$ cat src/rtl/fetch_stage.sv
// MIPS instruction-fetch stage: owns the PC, addresses InstructionMem and fills the IF/ID register.
// Optional saturating performance counters are enabled by defining FETCH_PERF_CNT_EN.
module fetch_stage #(
    parameter logic [31:0] RESET_PC  = 32'h0000_0000,
    parameter int unsigned MEM_WORDS = 1024
) (
    input  logic        clk,
    input  logic        reset_n,
    output logic [31:0] imem_addr,
    input  logic [31:0] imem_instr,
    input  logic        stall,
    input  logic        redirect_valid,
    input  logic [31:0] redirect_pc,
    output logic [31:0] if_id_instr,
    output logic [31:0] if_id_pc4,
    output logic        if_id_valid,
`ifdef FETCH_PERF_CNT_EN
    output logic [31:0] perf_fetched,
    output logic [31:0] perf_stalled,
    output logic [31:0] perf_flushed,
`endif
    output logic        fetch_fault
);

    localparam int unsigned ADDR_W    = 32;
    localparam logic [ADDR_W-1:0] ADDR_SPAN = ADDR_W'(4 * MEM_WORDS);
    localparam logic [ADDR_W-1:0] NOP_INSTR = 32'h0000_0000;

    logic [ADDR_W-1:0] pc;
    logic [ADDR_W-1:0] pc_plus4;
    logic [ADDR_W-1:0] pc_seq;
    logic [ADDR_W-1:0] redir_aligned;
    logic [ADDR_W-1:0] redir_target;
    logic              redir_bad;

    logic [ADDR_W-1:0] pc_d;
    logic [31:0]       instr_d;
    logic [ADDR_W-1:0] pc4_d;
    logic              valid_d;
    logic              fault_d;

    assign imem_addr = pc;

    // pc never leaves [0, ADDR_SPAN), so a single compare implements the sequential wrap.
    assign pc_plus4      = pc + ADDR_W'(4);
    assign pc_seq        = (pc_plus4 >= ADDR_SPAN) ? '0 : pc_plus4;
    assign redir_aligned = {redirect_pc[31:2], 2'b00};
    assign redir_target  = redir_aligned % ADDR_SPAN;
    assign redir_bad     = (redirect_pc[1:0] != 2'b00) || (redirect_pc >= ADDR_SPAN);

    // Next-state selection: redirect > stall > sequential.
    always_comb begin
        pc_d    = pc;
        instr_d = if_id_instr;
        pc4_d   = if_id_pc4;
        valid_d = if_id_valid;
        fault_d = fetch_fault;
        if (redirect_valid) begin
            pc_d    = redir_target;
            instr_d = NOP_INSTR;
            valid_d = 1'b0;
            fault_d = fetch_fault | redir_bad;
        end else if (!stall) begin
            pc_d    = pc_seq;
            instr_d = imem_instr;
            pc4_d   = pc_seq;
            valid_d = 1'b1;
        end
    end

    always_ff @(posedge clk) begin
        if (!reset_n) begin
            pc          <= RESET_PC;
            if_id_instr <= NOP_INSTR;
            if_id_pc4   <= '0;
            if_id_valid <= 1'b0;
            fetch_fault <= 1'b0;
        end else begin
            pc          <= pc_d;
            if_id_instr <= instr_d;
            if_id_pc4   <= pc4_d;
            if_id_valid <= valid_d;
            fetch_fault <= fault_d;
        end
    end

`ifdef FETCH_PERF_CNT_EN
    localparam logic [31:0] CNT_MAX = 32'hFFFF_FFFF;

    logic fetch_evt;
    logic stall_evt;
    logic flush_evt;

    assign fetch_evt = !redirect_valid && !stall;
    assign stall_evt = !redirect_valid && stall;
    assign flush_evt = redirect_valid;

    function automatic logic [31:0] sat_inc(input logic [31:0] cnt, input logic evt);
        return (evt && (cnt != CNT_MAX)) ? cnt + 32'd1 : cnt;
    endfunction

    always_ff @(posedge clk) begin
        if (!reset_n) begin
            perf_fetched <= '0;
            perf_stalled <= '0;
            perf_flushed <= '0;
        end else begin
            perf_fetched <= sat_inc(perf_fetched, fetch_evt);
            perf_stalled <= sat_inc(perf_stalled, stall_evt);
            perf_flushed <= sat_inc(perf_flushed, flush_evt);
        end
    end
`endif

endmodule
$ cat config.mk
export PLATFORM = sky130hd
export DESIGN_NAME = fetch_stage
export DESIGN_NICKNAME = d
export VERILOG_FILES = /design/src/rtl/fetch_stage.sv
export SDC_FILE = /design/constraint.sdc
export NUM_CORES = 1
export LEC_CHECK = 0
export ABC_AREA = 1
export BUFFER_PORTS_ARGS = -buffer_cell sky130_fd_sc_hd__buf_2
export CORE_UTILIZATION = 44
export DETAILED_ROUTE_END_ITERATION = 7
export GPL_TIMING_DRIVEN = 0
export HOLD_SLACK_MARGIN = 0.03
export PLACE_DENSITY = 0.76
export SLEW_MARGIN = 20
export SYNTH_ARGS = -nofsm -noshare
export SYNTH_HDL_FRONTEND = slang
export SYNTH_SLANG_ARGS = --single-unit
$ cat constraint.sdc
create_clock -name clk -period 1.85 [get_ports clk]
set_input_delay 0.37 -clock clk [delete_from_list [all_inputs] [get_ports clk]]
set_output_delay 0.37 -clock clk [all_outputs]
set_load 0.01 [all_outputs]
==> run_results.csv, run 1 <==
group,metric,value,unit
outcome,status,"finished with violations",
outcome,violations,"negative setup slack",
timing,final.setup.worst_slack,-0.219,ns
detailed_routing,routedWlPerCell,13.6,microns
pwr,p_sw,998,uW
yosys,yosysWarnings,0,
cells_and_area,fill_cells,931,
detailed_routing,viasPerCell,5.00,
timing,setup_viol,24,
timing,fin_crit,2.07,ns
cells_and_area,antennaDiodeCount,0,
clock_tree,cts_buffers,9,
pwr,p_total,4140,uW
yosys,synth_fp_nets,697,
yosys,syn_inst,627,
yosys,synth_cell_types,28,
pwr,p_sw_frac,0.241,
critical_path,cp-end-kind,"flip-flop",
yosys,syn_area,4390,sq um
detailed_routing,dr_total_vias,4765,
global_route,grt_pass1_wl,20.2,mm
timing,worst_pin_slew,0.649,ns
floorplanning,die_area,10400,sq um
floorplanning,core_region_area,9730,sq um
critical_path,regToRegSetupSlack,-0.22,ns
yosys,ys_seq_elements,98,
critical_path,worstPathArrival,2.37,ns
hold_path,hp-class,"input pin to flip-flop",
cells_and_area,areaGrowthSynthToFinish,36.5,%
detailed_routing,routed_wl,12.9,mm
floorplanning,pin_count,166,
timing,maxSlewViolCount,0,
hold_path,holdPathEnd,"if_id_instr[24]",
pwr,p_clk_frac,0.380,
pwr,leakage,0.00266,uW
placed_design,io_buffer_count,164,
detailed_routing,post-route-drc-count,0,
floorplanning,die_w,102,microns
clock_tree,h-tree-depth,3,
pwr,combPwrFrac,0.090,
detailed_routing,drt_iter0_drc,229,
placed_design,place_congestion,0.891,
timing,finClkSkew,0.00988,ns
timing,fmax,483,MHz
detailed_routing,ant_nets,0,
hold_path,min_from,"imem_instr[24]",
global_route,grt_max_degree,16,
cells_and_area,layout_commonest_cell,"nand2_1",
critical_path,rr_startpoint,"imem_addr[3]",
flow_run,drv_cap,0,
global_route,antenna_found_initial,0,
critical_path,reg2regPathDepth,12,
clock_tree,clk_path_buf_depth,2,
timing,rsz0062_at_grt,"yes",
floorplanning,start_util,0.452,
hold_path,whs_path_depth,3,
critical_path,critPathRequiredTime,2.15,ns
cells_and_area,layout_common_cells,"nand2_1, buf_2, dfxtp_1, inv_1, nor2_1",
cells_and_area,drive_gt1_frac,0.356,
cells_and_area,utilization,0.617,
detailed_routing,first_pass_iters,4,
yosys,synth_seq_area_share,0.446,
placed_design,dp_hpwl,9.58,mm
critical_path,path_class,"flip-flop to flip-flop",
clock_tree,cts.sinks,98,
clock_tree,clkTransAtPathRegs,0.09,ns
clock_tree,tritoncts,"done",
pwr,ir_worst_vdd,0.000394,V
floorplanning,num_rows,36,
pwr,internal_power,3140,uW
critical_path,rr_endpoint,"imem_addr[8]",
critical_path,crit_start,"imem_addr[3]",
clock_tree,root_buffer,"clkbuf_8",
global_route,grt_pass1_vias,4393,
timing,hold_violations,0,
global_route,grt_usage,0.250,
cells_and_area,final_nets,886,
clock_tree,clk_latency,0.37,ns
critical_path,start_kind,"flip-flop",
pwr,power_frac_seq,0.529,
global_route,grt_remaining_overflow,0,
pwr,power.density,689,nW/um^2
floorplanning,die_height,102,microns
yosys,synth.avg_cell_area,7.01,sq um
critical_path,worst-path-max-fanout,5,
timing,timing.final.crit_share,1.12,
timing,slew_headroom,0.567,
==> Yosys cell counts <==
library cell | n | area, sq um
nor2_8 | 1 | 20.0
nand4_1 | 6 | 37.5
nor3_1 | 23 | 115
nor2_2 | 6 | 37.5
and2_1 | 1 | 6.26
nand3_4 | 1 | 17.5
clkinv_1 | 2 | 7.51
xor2_1 | 2 | 17.5
o21ai_2 | 1 | 8.76
ha_1 | 2 | 25.0
buf_1 | 3 | 11.3
o21ai_0 | 14 | 70.1
clkbuf_1 | 19 | 71.3
nand2_2 | 6 | 37.5
dfxtp_1 | 98 | 1960
inv_2 | 1 | 3.75
buf_12 | 2 | 40.0
nor4_1 | 5 | 31.3
nor2_1 | 68 | 255
o21ai_1 | 1 | 5.00
a21oi_1 | 63 | 315
nand3_2 | 12 | 120
inv_1 | 57 | 214
nand2_4 | 1 | 11.3
nand2_1 | 202 | 758
nand3_1 | 22 | 110
nor2_4 | 6 | 67.6
a22o_1 | 2 | 17.5
==> power groups by stage <==
stage	registers, uW	logic [uW]	clock network (uW)
2_1_floorplan	2250	156	0
3_3_place_gp	2240	334	0
3_5_place_dp	2240	344	0
4_1_cts	2190	357	1590
5_1_grt	2200	413	1680
6_report	2190	373	1570
==> per-layer routing <==
metal	track usage	wire length, microns	vias to the layer above
met5	0	0	-
met1	0.307	5480	2241
met3	0.0472	691	23
met2	0.427	6470	139
li1	-	-	2362
met4	0.112	292	0
==> cell families after synthesis <==
| kind of cell | Yosys count | share of synthesized area |
|---|---|---|
| AOI/OAI and AO/OA | 81 | 0.0948 |
| buffers and inverters | 84 | 0.0792 |
| DFF | 98 | 0.446 |
| adders and majority gates | 2 | 0.00569 |
| xor gates and xnor gates | 2 | 0.00399 |
| and+or+nand+nor | 360 | 0.370 |
==> worst max-delay path, cell delays in order, from the launching register on <==
cell and delay [ns]:
dfxtp_4 0.38, ha_4 0.14, nand3_4 0.09, nor2_4 0.21, nand3_4 0.14, o21ai_2 0.15
nand2_2 0.08, nor2_2 0.09, nand3_2 0.10, nor2_4 0.21, clkbuf_16 0.19, nand3_2 0.09
a21oi_1 0.12
==> what timing repair did <==
item	4_1_cts	5_1_grt
pin swaps	7	13
endpoints found under the setup margin	24	24
resized for setup	31	43
buffers inserted	9	4
gates cloned	0	1
hold buffers	0	0
==> how the worst max path moves through the flow <==
stage	cells after the start	slack [ns]	endpoint
finish	12	-0.22	imem_addr[8]
global route	15	-0.37	imem_addr[10]
CTS	12	-0.18	imem_addr[9]
detailed placement	12	-0.32	imem_addr[7]
global placement	13	-0.31	if_id_pc4[6]
floorplan	12	0.004	if_id_pc4[10]
==> per-stage QoR <==
stage	cells	instance area (sq um)	setup slack (ns)	TNS [ns]	hold WS (ns)
floorplan	627	4410	0.00350	0	0.460
global placement	924	5400	-0.315	-6.59	0.421
detailed placement	924	5400	-0.320	-6.88	0.428
CTS	948	5790	-0.176	-3.38	0.222
global route	953	6000	-0.368	-8.34	0.231
finish	953	6000	-0.219	-4.68	0.233
==> flip-flops by register name, summed over array words and instances, names as in the netlist <==
name / flops
if_id_instr: 32
if_id_pc4: 32
imem_addr: 32
fetch_fault: 1
if_id_valid: 1
==> final cells by class <==
class / count / area, sq um / share of cell area
Clock buffer: 11 / 153 / 0.0254
Multi-Input combinational cell: 445 / 2290 / 0.382
Inverter: 60 / 225 / 0.0375
Sequential cell: 98 / 2000 / 0.333
Tap cell: 133 / 166 / 0.0277
Timing Repair Buffer: 178 / 967 / 0.161
Clock inverter: 4 / 73.8 / 0.0123
Buffer: 24 / 123 / 0.0204
Note: power is estimated with default switching activity, not from simulation.
==> inputs of run 2 (changes only) <==
--- a/config.mk
+++ b/config.mk
@@ -6,12 +6,15 @@
 export NUM_CORES = 1
 export LEC_CHECK = 0
 export ABC_AREA = 1
+export ABC_CLOCK_PERIOD_IN_PS = 1850
 export BUFFER_PORTS_ARGS = -buffer_cell sky130_fd_sc_hd__buf_2
-export CORE_UTILIZATION = 44
+export CELL_PAD_IN_SITES_DETAIL_PLACEMENT = 0
+export CELL_PAD_IN_SITES_GLOBAL_PLACEMENT = 2
+export CORE_UTILIZATION = 23
 export DETAILED_ROUTE_END_ITERATION = 7
 export GPL_TIMING_DRIVEN = 0
 export HOLD_SLACK_MARGIN = 0.03
-export PLACE_DENSITY = 0.76
+export PLACE_DENSITY_LB_ADDON = 0.1
 export SLEW_MARGIN = 20
 export SYNTH_ARGS = -nofsm -noshare
 export SYNTH_HDL_FRONTEND = slang
==> run 2 against run 1 <==
The run still ends with negative setup slack left. Wire length increased by 19%. Global-route usage decreased by 9.2 points. Die area increased by 89%. Total power increased by 7.8%. Worst setup slack got worse by 0.030 ns. Via count decreased by 2.0%. Clock power increased by 21%. Cell count increased by 12%. Clock skew increased by 0.0026 ns. Highest routed layer unchanged.
==> run_results.csv, run 2 (synthesis results as in run 1) <==
group,metric,value,unit
outcome,status,"finished with violations",
outcome,violations,"negative setup slack",
critical_path,worst-path-max-fanout,5,
detailed_routing,dr_total_vias,4668,
critical_path,cp-end-kind,"flip-flop",
timing,final.setup.tns,-4.79,ns
timing,maxSlewViolCount,0,
floorplanning,die_w,140,microns
timing,finClkSkew,0.0125,ns
placed_design,place_inst,1025,
global_route,grt_pass1_wl,24.1,mm
pwr,p_sw,1140,uW
detailed_routing,routedWlPerCell,14.4,microns
cells_and_area,areaGrowthSynthToFinish,49.1,%
pwr,p_sw_frac,0.255,
clock_tree,cts.sinks,98,
detailed_routing,routed_wl,15.4,mm
clock_tree,h-tree-depth,3,
timing,slew_headroom,0.539,
cells_and_area,antennaDiodeCount,0,
pwr,p_clk_frac,0.426,
timing,setup_viol,24,
floorplanning,pin_count,166,
floorplanning,die_height,140,microns
critical_path,crit_start,"imem_addr[16]",
global_route,grt_pass1_vias,4458,
timing,final.setup.worst_slack,-0.249,ns
clock_tree,cts_buffers,9,
clock_tree,clkTransAtPathRegs,0.07,ns
clock_tree,root_buffer,"clkbuf_16",
cells_and_area,final_nets,903,
critical_path,worstPathArrival,2.37,ns
pwr,leakage,0.00290,uW
placed_design,io_buffer_count,164,
timing,timing.final.crit_share,1.13,
cells_and_area,regArea,2040,sq um
pwr,combPwrFrac,0.086,
clock_tree,tritoncts,"done",
cells_and_area,multi_input_area,2460,sq um
global_route,grt_max_degree,17,
floorplanning,num_rows,50,
timing,fmax,476,MHz
cells_and_area,stdcell_count,1072,
hold_path,hp-class,"input pin to flip-flop",
pwr,internal_power,3320,uW
floorplanning,start_util,0.235,
floorplanning,core_region_area,18700,sq um
detailed_routing,drt_iter0_drc,175,
cells_and_area,layout_common_cells,"nand2_1, buf_2, dfxtp_1, inv_1, nor2_1",
timing,worst_pin_slew,0.692,ns
global_route,grt_remaining_overflow,0,
placed_design,place_congestion,0.737,
detailed_routing,first_pass_iters,4,
pwr,ir_worst_vdd,0.000409,V
floorplanning,die_area,19700,sq um
clock_tree,ctsHoldBuffers,0,
flow_run,drv_cap,0,
critical_path,start_kind,"flip-flop",
cells_and_area,fill_cells,2033,
detailed_routing,viasPerCell,4.35,
pwr,power.density,681,nW/um^2
timing,fin_crit,2.10,ns
pwr,power_frac_seq,0.488,
detailed_routing,ant_nets,0,
timing,hold_violations,0,
hold_path,min_from,"imem_instr[2]",
critical_path,reg2regPathDepth,14,
cells_and_area,layout_commonest_cell,"nand2_1",
critical_path,path_class,"flip-flop to flip-flop",
hold_path,whs_path_depth,3,
clock_tree,clk_path_buf_depth,2,
global_route,antenna_found_initial,0,
global_route,grt_usage,0.158,
detailed_routing,post-route-drc-count,0,
cells_and_area,drive_gt1_frac,0.400,
critical_path,rr_startpoint,"imem_addr[16]",
critical_path,critPathRequiredTime,2.12,ns
timing,rsz0062_at_grt,"yes",
placed_design,dp_hpwl,11.7,mm
clock_tree,clk_latency,0.35,ns
## run 2: cell count changes in the layout (fill, tap and decap cells not counted), moves of 7 or more
cell       change
clkbuf_16      +7
nor2_4         +7
buf_4         +14
nand2_2        +7
dfxtp_2       -10
dfxtp_4       +14
nand2_1       -12
nand3_2        -7
## run 2: what timing repair did
action	in CTS	in global routing
endpoints found under the setup margin	24	24
resized for setup	72	65
cloned	2	0
pin swaps	19	26
buffers inserted	18	13
## run 2: routing by layer
layer | vias to the layer above | routed length, microns | share of wire | track usage
li1 | 2403 | - | - | -
met4 | 0 | 123 | 0.0080 | 0.0503
met2 | 93 | 7430 | 0.48 | 0.263
met5 | - | 0 | 0 | 0
met1 | 2165 | 6970 | 0.45 | 0.198
met3 | 7 | 896 | 0.058 | 0.0444
## run 2: path summary, 6_finish.rpt
| kind | end | slack (ns) |
|---|---|---|
| setup reg to reg | imem_addr[9] | -0.25 |
| hold reg to reg | if_id_pc4[22] | 0.44 |
| hold / removal | if_id_instr[2] | 0.25 |
| setup / recovery | imem_addr[9] | -0.25 |
## run 2: power by group through the flow
stage / registers, uW / clock network (uW) / logic [uW]
2_1_floorplan: 2250 / 0 / 156
3_3_place_gp: 2240 / 0 / 353
3_5_place_dp: 2240 / 0 / 357
4_1_cts: 2190 / 1990 / 376
5_1_grt: 2180 / 2060 / 431
6_report: 2180 / 1900 / 383
## run 2: cell type report
class                      count  area share
clock inverter                 4     0.00516
timing repair buffer         195       0.169
multi-input combinational    445       0.375
tap                          234      0.0447
inverter                      60      0.0348
clock buffer                  12      0.0407
buffer                        24      0.0187
sequential                    98       0.311
## run 2: critical path: stages, from the launching register on
cell and delay (ns):
dfxtp_2 0.37, inv_1 0.15, nor3_4 0.24, nand2_2 0.11, nor2_1 0.14, nand2_1 0.07
nand2_1 0.06, nand2_1 0.04, inv_1 0.07, nand3_2 0.10, nor2_4 0.18, buf_12 0.14
buf_12 0.13, nand3_4 0.08, a21oi_2 0.13
## run 2: metrics by stage
stage / power [uW] / util / hold slack (ns) / setup slack, ns / cell area (sq um)
2_1_floorplan: 2410 / - / 0.460 / 0.00350 / 4410
3_3_place_gp: 2590 / 0.296 / 0.420 / -0.503 / 5530
3_5_place_dp: 2600 / 0.296 / 0.425 / -0.492 / 5530
4_1_cts: 4550 / 0.335 / 0.247 / -0.286 / 6270
5_1_grt: 4680 / 0.350 / 0.257 / -0.405 / 6550
6_report: 4460 / 0.350 / 0.255 / -0.249 / 6550
